File: src/rtl/vga_temporizador_pkg.sv
// Shared VGA 640x480@60 Hz timing constants and types.
// The renderer imports this package too, so X_INICIO/Y_INICIO stay in one place.
package vga_temporizador_pkg;

   // Width of the pixel counters.
   localparam int LARGURA = 10;

   // Default horizontal segments, in order: sync, back porch, visible, front porch.
   localparam int H_SYNC_PADRAO    = 96;
   localparam int H_BACK_PADRAO    = 48;
   localparam int H_VISIVEL_PADRAO = 640;
   localparam int H_FRONT_PADRAO   = 16;

   // Default vertical segments, in order: sync, back porch, visible, front porch.
   localparam int V_SYNC_PADRAO    = 2;
   localparam int V_BACK_PADRAO    = 33;
   localparam int V_VISIVEL_PADRAO = 480;
   localparam int V_FRONT_PADRAO   = 10;

   localparam int H_TOTAL = H_SYNC_PADRAO + H_BACK_PADRAO + H_VISIVEL_PADRAO + H_FRONT_PADRAO;
   localparam int V_TOTAL = V_SYNC_PADRAO + V_BACK_PADRAO + V_VISIVEL_PADRAO + V_FRONT_PADRAO;

   // First visible pixel in raw counter coordinates.
   localparam int X_INICIO = H_SYNC_PADRAO + H_BACK_PADRAO;
   localparam int Y_INICIO = V_SYNC_PADRAO + V_BACK_PADRAO;

   // Signals that travel together through the delay line to match renderer latency.
   typedef struct packed {
      logic hs_n;
      logic vs_n;
      logic visivel;
   } sinais_t;

   // Idle state of the delayed outputs: syncs inactive (high), blanking active.
   localparam sinais_t SINAIS_RESET = '{hs_n: 1'b1, vs_n: 1'b1, visivel: 1'b0};

   // Inclusive range test used by the visible-area decode.
   function automatic logic no_intervalo(input logic [LARGURA-1:0] valor,
                                         input logic [LARGURA-1:0] inicio,
                                         input logic [LARGURA-1:0] fim);
      return (valor >= inicio) && (valor <= fim);
   endfunction

endpackage

File: src/rtl/vga_temporizador_linha_atraso.sv
// Generic shift-register delay line with asynchronous reset to a chosen value.
// PROFUNDIDADE=0 degenerates to a plain wire.
module linha_atraso
   import vga_temporizador_pkg::*;
#(
   parameter int                   LARGURA      = 1,
   parameter int                   PROFUNDIDADE = 1,
   parameter logic [LARGURA-1:0]   VALOR_RESET  = '0
) (
   input  logic               VGA_CLK,
   input  logic               reset,
   input  logic [LARGURA-1:0] entrada,
   output logic [LARGURA-1:0] saida
);

   generate
      if (PROFUNDIDADE == 0) begin : g_fio
         assign saida = entrada;
      end else begin : g_registros
         logic [LARGURA-1:0] estagio [PROFUNDIDADE];

         // Shift the input through PROFUNDIDADE stages; every stage idles at VALOR_RESET.
         // NOTE: each stage is reset, unlike a RAM, so no stale sync pulse escapes after reset.
         always_ff @(posedge VGA_CLK or posedge reset) begin
            if (reset) begin
               for (int i = 0; i < PROFUNDIDADE; i++) estagio[i] <= VALOR_RESET;
            end else begin
               estagio[0] <= entrada;
               for (int i = 1; i < PROFUNDIDADE; i++) estagio[i] <= estagio[i-1];
            end
         end

         assign saida = estagio[PROFUNDIDADE-1];
      end
   endgenerate

endmodule

File: src/rtl/vga_temporizador.sv
// VGA timing generator: raw pixel counters, sync/blank decode delayed to match the
// renderer's registered RGB, an end-of-visible pulse and a completed-frame counter.
module vga_temporizador
   import vga_temporizador_pkg::*;
#(
   parameter int H_SYNC    = H_SYNC_PADRAO,
   parameter int H_BACK    = H_BACK_PADRAO,
   parameter int H_VISIVEL = H_VISIVEL_PADRAO,
   parameter int H_FRONT   = H_FRONT_PADRAO,
   parameter int V_SYNC    = V_SYNC_PADRAO,
   parameter int V_BACK    = V_BACK_PADRAO,
   parameter int V_VISIVEL = V_VISIVEL_PADRAO,
   parameter int V_FRONT   = V_FRONT_PADRAO,
   parameter int ATRASO    = 1
) (
   input  logic               VGA_CLK,
   input  logic               reset,
   output logic [LARGURA-1:0] VGA_X,
   output logic [LARGURA-1:0] VGA_Y,
   output logic               visivel,
   output logic               VGA_HS,
   output logic               VGA_VS,
   output logic               VGA_BLANK_N,
   output logic               VGA_SYNC_N,
   output logic               fim_visivel,
   output logic [15:0]        contador_quadros
);

   // Segment boundaries in raw counter coordinates, all derived from the parameters.
   localparam int H_TOT = H_SYNC + H_BACK + H_VISIVEL + H_FRONT;
   localparam int V_TOT = V_SYNC + V_BACK + V_VISIVEL + V_FRONT;

   localparam logic [LARGURA-1:0] X_MAX     = LARGURA'(H_TOT - 1);
   localparam logic [LARGURA-1:0] Y_MAX     = LARGURA'(V_TOT - 1);
   localparam logic [LARGURA-1:0] X_SYNC    = LARGURA'(H_SYNC);
   localparam logic [LARGURA-1:0] Y_SYNC    = LARGURA'(V_SYNC);
   localparam logic [LARGURA-1:0] X_VIS_INI = LARGURA'(H_SYNC + H_BACK);
   localparam logic [LARGURA-1:0] X_VIS_FIM = LARGURA'(H_SYNC + H_BACK + H_VISIVEL - 1);
   localparam logic [LARGURA-1:0] Y_VIS_INI = LARGURA'(V_SYNC + V_BACK);
   localparam logic [LARGURA-1:0] Y_VIS_FIM = LARGURA'(V_SYNC + V_BACK + V_VISIVEL - 1);

   logic    fim_linha;
   logic    fim_quadro;
   sinais_t decodificado;
   sinais_t atrasado;

   assign fim_linha  = (VGA_X == X_MAX);
   assign fim_quadro = fim_linha && (VGA_Y == Y_MAX);

   // Raster scan: X every clock, Y at end of line, both wrap at end of frame.
   always_ff @(posedge VGA_CLK or posedge reset) begin
      if (reset) begin
         VGA_X <= '0;
         VGA_Y <= '0;
      end else if (fim_linha) begin
         VGA_X <= '0;
         VGA_Y <= fim_quadro ? '0 : VGA_Y + 1'b1;
      end else begin
         VGA_X <= VGA_X + 1'b1;
      end
   end

   // Count completed frames; the 16-bit counter wraps naturally.
   always_ff @(posedge VGA_CLK or posedge reset) begin
      if (reset) begin
         contador_quadros <= '0;
      end else if (fim_quadro) begin
         contador_quadros <= contador_quadros + 16'd1;
      end
   end

   // Decode syncs, visible area and the end-of-visible pulse from the registered counters.
   // NOTE: every output is given a default first so no path through the block can infer a latch.
   always_comb begin
      decodificado         = SINAIS_RESET;
      fim_visivel          = 1'b0;
      decodificado.hs_n    = !(VGA_X < X_SYNC);
      decodificado.vs_n    = !(VGA_Y < Y_SYNC);
      decodificado.visivel = no_intervalo(VGA_X, X_VIS_INI, X_VIS_FIM) &&
                             no_intervalo(VGA_Y, Y_VIS_INI, Y_VIS_FIM);
      if ((VGA_X == X_VIS_FIM) && (VGA_Y == Y_VIS_FIM)) fim_visivel = 1'b1;
   end

   assign visivel = decodificado.visivel;

   linha_atraso #(
      .LARGURA      ($bits(sinais_t)),
      .PROFUNDIDADE (ATRASO),
      .VALOR_RESET  (SINAIS_RESET)
   ) u_atraso (
      .VGA_CLK (VGA_CLK),
      .reset   (reset),
      .entrada (decodificado),
      .saida   (atrasado)
   );

   assign VGA_HS      = atrasado.hs_n;
   assign VGA_VS      = atrasado.vs_n;
   assign VGA_BLANK_N = atrasado.visivel;
   assign VGA_SYNC_N  = 1'b0;

endmodule

File: config.mk
export PLATFORM = sky130hd
export DESIGN_NAME = vga_temporizador
export DESIGN_NICKNAME = d
export VERILOG_FILES = /design/src/rtl/vga_temporizador_pkg.sv /design/src/rtl/vga_temporizador_linha_atraso.sv /design/src/rtl/vga_temporizador.sv
export SDC_FILE = /design/constraint.sdc
export NUM_CORES = 1
export LEC_CHECK = 0
export ABC_AREA = 0
export CELL_PAD_IN_SITES_DETAIL_PLACEMENT = 1
export CELL_PAD_IN_SITES_GLOBAL_PLACEMENT = 2
export CORE_MARGIN = 3
export CORE_UTILIZATION = 32
export CTS_CLUSTER_SIZE = 8
export DETAILED_ROUTE_END_ITERATION = 8
export PLACE_DENSITY = 0.9
export SKIP_CTS_REPAIR_TIMING = 1
export SYNTH_ARGS = -nofsm -noshare
export SYNTH_HDL_FRONTEND = slang
export SYNTH_SLANG_ARGS = --single-unit
export TNS_END_PERCENT = 30
File: constraint.sdc
create_clock -name VGA_CLK -period 2.2 [get_ports VGA_CLK]
set_input_delay 0.44 -clock VGA_CLK [delete_from_list [all_inputs] [get_ports VGA_CLK]]
set_output_delay 0.44 -clock VGA_CLK [all_outputs]
set_load 0.02 [all_outputs]
==> After elaboration in Yosys (flattened, before gate mapping) <==
Cells that the tools add are included.
{ "word_totals": {"register_bits": 39, "elab_cells": 27} }
{ "classes": {"reduce_logical": 7, "n_addsub": 3, "eq_ne": 4, "magnitude_cmp": 6, "muxes": 3} }
{ "op_table": {"columns": ["op", "count"], "rows": [
  ["10-bit equality test (second input constant)", 4],
  ["10-bit by 1-bit adder with 10-bit output (second input constant)", 2],
  ["10-bit <= comparator (second input constant)", 2],
  ["10-bit 2-to-1 mux", 2],
  ["16-bit by 1-bit adder with 16-bit output (second input constant)", 1],
  ["10-bit by 6-bit greater-or-equal comparator with 1-bit output (second input constant)", 1],
  ["10-bit by 8-bit greater-or-equal comparator with 1-bit output (second input constant)", 1],
  ["10-bit by 2-bit less-than comparator with 1-bit output (second input constant)", 1],
  ["10-bit by 7-bit less-than comparator with 1-bit output (second input constant)", 1],
  ["1-bit logical AND", 5],
  ["1-bit zero test", 2],
  ["1-bit 2-to-1 mux", 1]
]} }

==> Longest topological paths before layout <==
Gate-level depths: netlist (run 1).
{ "depth": {"word_depth": 3, "ltp_mapped": 6} }

==> Modules after synthesis <==
Synthesis (run 1) repeated with hierarchy kept, for this count alone.
{ "unflattened": {"cells_unflattened": 194, "area_unflattened_um2": 2074.5} }
{ "modules_own_cells": {"columns": ["module", "cells_per_inst", "area_each_um2", "n_inst"], "rows": [
  ["vga_temporizador", 190, 1993.2, 1],
  ["linha_atraso", 4, 81.3, 1]
]} }

==> Worst setup path after synthesis (run 1) <==
No wires, ideal clock.
{ "synth_timing": {"path_type": "register to output", "start": "register VGA_X[0]", "end": "output port fim_visivel", "stages_incl_launch_ff": 5, "setup_slack_ps": -55, "required_time_ps": 1760, "arrival_ps": 1815, "path_cell_list": "dfrtp_1 ha_1 nand3_1 or4_1 nor3_1"} }
{ "synth_between": {"elab_chain_len": 3} }
{ "synth_lines": {"columns": ["item", "line", "text"], "rows": [
  ["start, declared", "vga_temporizador.sv:18", "output logic [LARGURA-1:0] VGA_X,"],
  ["start signal, assigned", "vga_temporizador.sv:59", "VGA_X <= VGA_X + 1'b1;"],
  ["10-bit equality test", "vga_temporizador.sv:81", "if ((VGA_X == X_VIS_FIM) && (VGA_Y == Y_VIS_FIM)) fim_visivel = 1'b1;"],
  ["1-bit logical AND", "vga_temporizador.sv:81", null],
  ["1-bit 2-to-1 mux", "vga_temporizador.sv:81", null],
  ["end, declared", "vga_temporizador.sv:25", "output logic fim_visivel,"]
]} }
No other way between the ends.

==> Worst setup path after layout (run 1) <==
{ "layout_timing": {"start": "register VGA_Y[1]", "end": "output port fim_visivel"} }
{ "layout_between": {"elab_chain_len": 3} }
{ "layout_lines": {"columns": ["item", "line", "text"], "rows": [
  ["start, declared", "vga_temporizador.sv:19", "output logic [LARGURA-1:0] VGA_Y,"],
  ["start signal, assigned", "vga_temporizador.sv:57", "VGA_Y <= fim_quadro ? '0 : VGA_Y + 1'b1;"],
  ["10-bit equality test", "vga_temporizador.sv:81", null],
  ["1-bit logical AND", "vga_temporizador.sv:81", null],
  ["1-bit 2-to-1 mux", "vga_temporizador.sv:81", null]
]} }
No other way between the ends.

==> impl_metrics.py, run 1 <==
metrics = {
    "floorplanning": {
        "ioPinCount": 44,
        "dieArea_mm2": 0.00707,
        "core_area_mm2": 0.00571,
        "die_w_um": 84.1,
        "num_rows": 27,
        "start_util_pct": 34.2,
        "die_h_um": 84.1,
    },
    "synth": {
        "synth_area_mm2": 0.00195,
        "seq_area_frac_synth_pct": 50.2,
        "synth.distinct_cells": 38,
        "synth_enable_flop_cells": 0,
        "yosys_warnings": 0,
        "postSynthAreaPerCell_um2": 11.0,
        "ys_seq_elements": 39,
        "synth_nets": 184,
        "synth_flop_cell": "dfrtp_1",
        "syn-instance-count": 177,
        "synth-async-reset-ratio_pct": 100,
    },
    "critical_path": {
        "end_kind": "output pin",
        "crit_arrival_ns": 1.70,
        "crit_required_ns": 1.76,
        "critPathKind": "reg2out",
        "cp_max_fo": 5,
        "worstSetupStartpointType": "flop",
    },
    "timing": {
        "fin_crit_ns": 2.14,
        "tightestPinTransition_ns": 0.510,
        "finalSetupViolations": 0,
        "hold_viol": 0,
        "fmax_ghz": 0.468,
        "period_share_pct": 97.1,
        "fin_ws_ns": 0.0631,
        "finalMaxSlewViolations": 0,
        "fin_setup_tns_ns": 0,
        "fin_hold_ws_ns": 0.468,
        "max-slew-margin-rel_pct": 66.0,
        "rsz0062_at_grt": "true",
        "clock_skew_ns": 0.00997,
    },
    "hold_path": {
        "hold_path.class": "reg2reg",
    },
    "global_routing": {
        "grt_remaining_overflow": 0,
        "antenna_found_initial": 0,
        "grt_max_degree": 40,
        "gr-usage-all-layers_pct": 15.8,
        "grt_pass1_wl_um": 8900,
        "grt_pass1_vias": 1785,
    },
    "drt": {
        "drc": 0,
        "first_iter_violations": 46,
        "vias": 1599,
        "drt_first_pass_iters": 4,
        "vias_per_cell": 4.92,
        "wire_per_inst_um": 16.2,
        "ant_nets": 0,
        "wirelength_um": 5260,
    },
    "place": {
        "place_ws_ns": -0.168,
        "io_buffers": 42,
        "dp.final_hpwl_um": 3890,
        "placed_cell_area_mm2": 0.00265,
        "gp_congestion": 0.818,
    },
    "power_and_ir_drop": {
        "powerDensity_mw_per_mm2": 445,
        "p_leak_nw": 1.29,
        "ir_worst_vdd_mv": 0.257,
        "power_w": 0.00124,
    },
    "cells_and_area": {
        "num_antenna_cells": 0,
        "fin_nets": 259,
        "area_growth_pct": 42.7,
        "drive_gt1_share_pct": 22.9,
        "fin_area_mm2": 0.00278,
    },
    "status": {
        "outcome": "finished, final reports clean",
    },
    "clock_tree": {
        "cts_tree": "done",
        "clockBufferDepth": 2,
        "htree_levels": 2,
        "clk_latency_ns": 0.29,
        "clk_pin_slew_ns": 0.07,
        "cts_root_buf": "clkbuf_8",
        "cts_buffers": 5,
        "cts_sinks": 39,
    },
    "run": {
        "drv_cap": 0,
    },
}
[per-stage QoR]
step	utilization (%)	instances
4_1_cts	48.0	322
6_report	48.8	325
2_1_floorplan	-	177
3_3_place_gp	46.4	314
5_1_grt	48.8	325
3_5_place_dp	46.4	314
[layout make-up]
type                    instances  area (um^2)
clock buffers                   7         86.3
well taps                      72         90.1
flip-flops and latches         39          978
fillers                       634         2930
repair buffers                 73          652
inverters                       7         26.3
clock inverters                 1         5.00
multi-input cells             126          946
[layout by cell type (no fill, tap or decap), drive strengths merged, types with 7 or more instances in the layout]
cell type      instances
xnor2                 21
nand4                  9
nand3                 17
clkbuf                 7
buf                   33
nor3                   8
nand2                 14
xor2                   8
dfrtp                 37
inv                    7
and3                   7
clkdlybuf4s50         40
nor2                  10
[registers in the layout (all words and copies together) (netlist names)]
| signal | flops |
|---|---|
| u_atraso.saida | 3 |
| contador_quadros | 16 |
| VGA_X | 10 |
| VGA_Y | 10 |
[cell families (layout without fill, tap and decap cells)]
kind of cell / after synthesis / after routing / synth area share (%)
XOR/XNOR: 29 / 29 / 13.0
AND/OR/NAND/NOR: 79 / 79 / 26.0
buffers and inverters: 12 / 88 / 2.89
flip-flops: 39 / 39 / 50.2
other: 1 / 1 / 0.192
multiplexers: 1 / 1 / 0.513
adder cells (fa/ha/maj): 5 / 5 / 3.21
AO/OA/AOI/OAI: 11 / 11 / 3.98
[path summary, 6_finish.rpt]
kind / start / endpoint / slack (ns) / cells after the start
max: VGA_Y[1] / fim_visivel / 0.06 / 5
max in group asynchronous: reset / u_atraso.saida[2] / 1.25 / 3
min in group asynchronous: reset / VGA_Y[5] / 0.58 / 3
min reg2reg: contador_quadros[15] / contador_quadros[15] / 0.47 / 1
min: contador_quadros[15] / contador_quadros[15] / 0.47 / 1
max reg2reg: VGA_X[0] / VGA_Y[9] / 0.10 / 8
[synth_stat cells, types with 2 or more instances]
| library cell | instances | area share (%) |
|---|---|---|
| inv_1 | 7 | 1.3 |
| dfrtp_1 | 37 | 47 |
| nand3_1 | 17 | 4.4 |
| nor2_1 | 9 | 1.7 |
| buf_2 | 3 | 0.77 |
| and2_1 | 3 | 0.96 |
| dfstp_2 | 2 | 2.7 |
| buf_4 | 2 | 0.77 |
| nand4_1 | 7 | 2.2 |
| nor3_1 | 5 | 1.3 |
| nand2_1 | 14 | 2.7 |
| nand4_4 | 2 | 2.2 |
| xor2_1 | 8 | 3.6 |
| and4_1 | 2 | 0.90 |
| a31oi_1 | 2 | 0.64 |
| and3_1 | 7 | 2.2 |
| ha_1 | 5 | 3.2 |
| xnor2_1 | 21 | 9.4 |
| o21ai_0 | 4 | 1.0 |
| nor3_2 | 2 | 1.0 |
[layer usage]
| metal | vias up | global-route usage [%] | wire length, um |
|---|---|---|---|
| met5 | - | 0 | 0 |
| met1 | 804 | 20.3 | 2250 |
| met3 | 6 | 2.96 | 157 |
| met2 | 30 | 26.4 | 2790 |
| li1 | 759 | - | - |
| met4 | 0 | 5.85 | 70 |
[worst max-delay path, stage by stage (launching register included)]
cell and delay [ns]:
dfrtp_1 0.35, buf_4 0.14, nand2_1 0.09, or4_4 0.51, nor3_4 0.19, buf_6 0.14
[power breakdown]
group	internal, W	total [W]	switching (W)
clock	0.000253	0.000502	0.000249
sequential	0.000716	0.000716	0
combinational	0.00000284	0.0000187	0.0000158
Note: power is estimated with default switching activity, not from simulation.
==> inputs of run 2 (changes only) <==
Settings changed: PLACE_DENSITY 0.9 to not set, PLACE_DENSITY_LB_ADDON set to 0.1.
==> impl_metrics.py, run 2 (synthesis gave the netlist of run 1 again) <==
metrics = {
    "cells_and_area": {
        "largest_registers": "contador_quadros x16, VGA_X x10, VGA_Y x10",
        "mostFrequentLayoutCells": "clkdlybuf4s50_1 (40), dfrtp_1 (37), buf_4 (31)",
        "top_register": "contador_quadros",
        "drive_gt1_share_pct": 24.6,
        "area_growth_pct": 44.3,
        "fin_area_mm2": 0.00281,
        "num_antenna_cells": 0,
        "largest_reg_flops": 16,
        "final_util_pct": 49.3,
        "final_common_cell": "clkdlybuf4s50_1",
        "fin_nets": 258,
    },
    "critical_path": {
        "crit_arrival_ns": 1.70,
        "cp_top_family": "compound AO/OA/AOI/OAI gates",
        "crit_path_top_delay_cell": "dfrtp_1",
        "critPathKind": "reg2out",
        "cp_max_fo": 4,
        "slowest_delay_ns": 0.41,
        "crit_required_ns": 1.76,
        "cp_cell_sequence": "ha_2 > o41ai_2 > a21oi_1 > o221a_2 > buf_4",
        "path_buf_inv": 1,
        "worstSetupStartpointType": "flop",
        "end_kind": "output pin",
    },
    "floorplanning": {
        "core_area_mm2": 0.00571,
        "die_w_um": 84.1,
        "start_util_pct": 34.2,
        "ioPinCount": 44,
        "dieArea_mm2": 0.00707,
        "num_rows": 27,
        "die_h_um": 84.1,
    },
    "power_and_ir_drop": {
        "powerDensity_mw_per_mm2": 478,
        "p_leak_nw": 1.29,
        "ir_worst_vdd_mv": 0.202,
    },
    "run": {
        "drv_cap": 0,
    },
    "place": {
        "dp.final_hpwl_um": 3820,
        "io_buffers": 42,
        "placed_cell_area_mm2": 0.00265,
        "gp_congestion": 0.802,
    },
    "hold_path": {
        "hold_path.class": "reg2reg",
    },
    "timing": {
        "max-slew-margin-rel_pct": 65.5,
        "finalSetupViolations": 0,
        "hold_viol": 0,
        "fin_crit_ns": 2.14,
        "finalMaxSlewViolations": 0,
        "rsz0062_at_grt": "true",
        "fmax_ghz": 0.466,
        "clock_skew_ns": 0.0117,
        "period_share_pct": 97.5,
        "tightestPinTransition_ns": 0.517,
    },
    "clock_tree": {
        "cts_tree": "done",
        "clockBufferDepth": 2,
        "clk_pin_slew_ns": 0.08,
        "cts_buffers": 5,
        "cts_root_buf": "clkbuf_8",
        "htree_levels": 2,
        "clk_latency_ns": 0.30,
        "cts_sinks": 39,
    },
    "status": {
        "outcome": "finished, final reports clean",
    },
    "drt": {
        "wire_per_inst_um": 15.5,
        "wirelength_um": 5020,
        "drc": 0,
        "dr_wl_met2_um": 2520,
        "drt_first_pass_iters": 4,
        "vias_per_cell": 4.93,
        "ant_nets": 0,
        "drt-met1-wl_um": 2230,
        "first_iter_violations": 26,
        "highest_layer": "met4",
        "vias": 1598,
        "wl_met3_um": 199,
    },
    "global_routing": {
        "grt_remaining_overflow": 0,
        "antenna_found_initial": 0,
        "grt_pass1_vias": 1679,
        "grt_pass1_wl_um": 8390,
        "grt_max_degree": 40,
        "gr-usage-all-layers_pct": 14.8,
    },
}
## run 2: final timing paths
check,start,to,slack (ns),cells past startpoint
max in group asynchronous,reset,u_atraso.saida[1],1.24,3
min in group asynchronous,reset,VGA_X[9],0.59,3
min reg2reg,contador_quadros[15],contador_quadros[15],0.48,1
max reg2reg,VGA_X[1],VGA_Y[9],0.23,7
min,contador_quadros[15],contador_quadros[15],0.48,1
max,VGA_Y[0],visivel,0.06,5
## run 2: routing by layer
metal | vias to the layer above | GRT usage, %
met5 | - | 0
met3 | 7 | 3.65
met1 | 805 | 18.6
li1 | 757 | -
met2 | 29 | 24.7
met4 | 0 | 5.26
## run 2: final cells by class
type                       count  area [um^2]
clock inverter                 3         43.8
sequential                    39          978
inverter                       7         26.3
clock buffer                   5         68.8
timing repair buffer          72          644
tap                           72         90.1
fill                         617         2900
multi-input combinational    126          962
## run 2: per-stage QoR
| step | hold WS [ns] | total power, W | cells | TNS [ns] | setup slack, ns |
|---|---|---|---|---|---|
| 2_1_floorplan | 0.582 | 0.000744 | 177 | 0 | 0.0995 |
| 3_3_place_gp | 0.461 | 0.000750 | 315 | -0.237 | -0.122 |
| 3_5_place_dp | 0.470 | 0.000751 | 315 | -0.247 | -0.130 |
| 4_1_cts | 0.486 | 0.00136 | 323 | -0.907 | -0.464 |
| 5_1_grt | 0.517 | 0.00141 | 324 | -0.0752 | -0.0484 |
| 6_report | 0.484 | 0.00135 | 324 | 0 | 0.0559 |
## run 2: power by group
part | total, W | switching, W | internal, W
Combinational | 0.0000190 | 0.0000161 | 0.00000284
Clock | 0.000610 | 0.000272 | 0.000338
Sequential | 0.000716 | 0 | 0.000716
Total | 0.00135 | 0.000289 | 0.00106
## run 2: worst reg2reg max path, stage by stage (launching register included)
cell	delay, ns
dfrtp_1	0.36
ha_2	0.18
buf_4	0.12
and4_4	0.26
nand4_4	0.19
nor3_1	0.39
nand3_1	0.21
mux2i_1	0.15
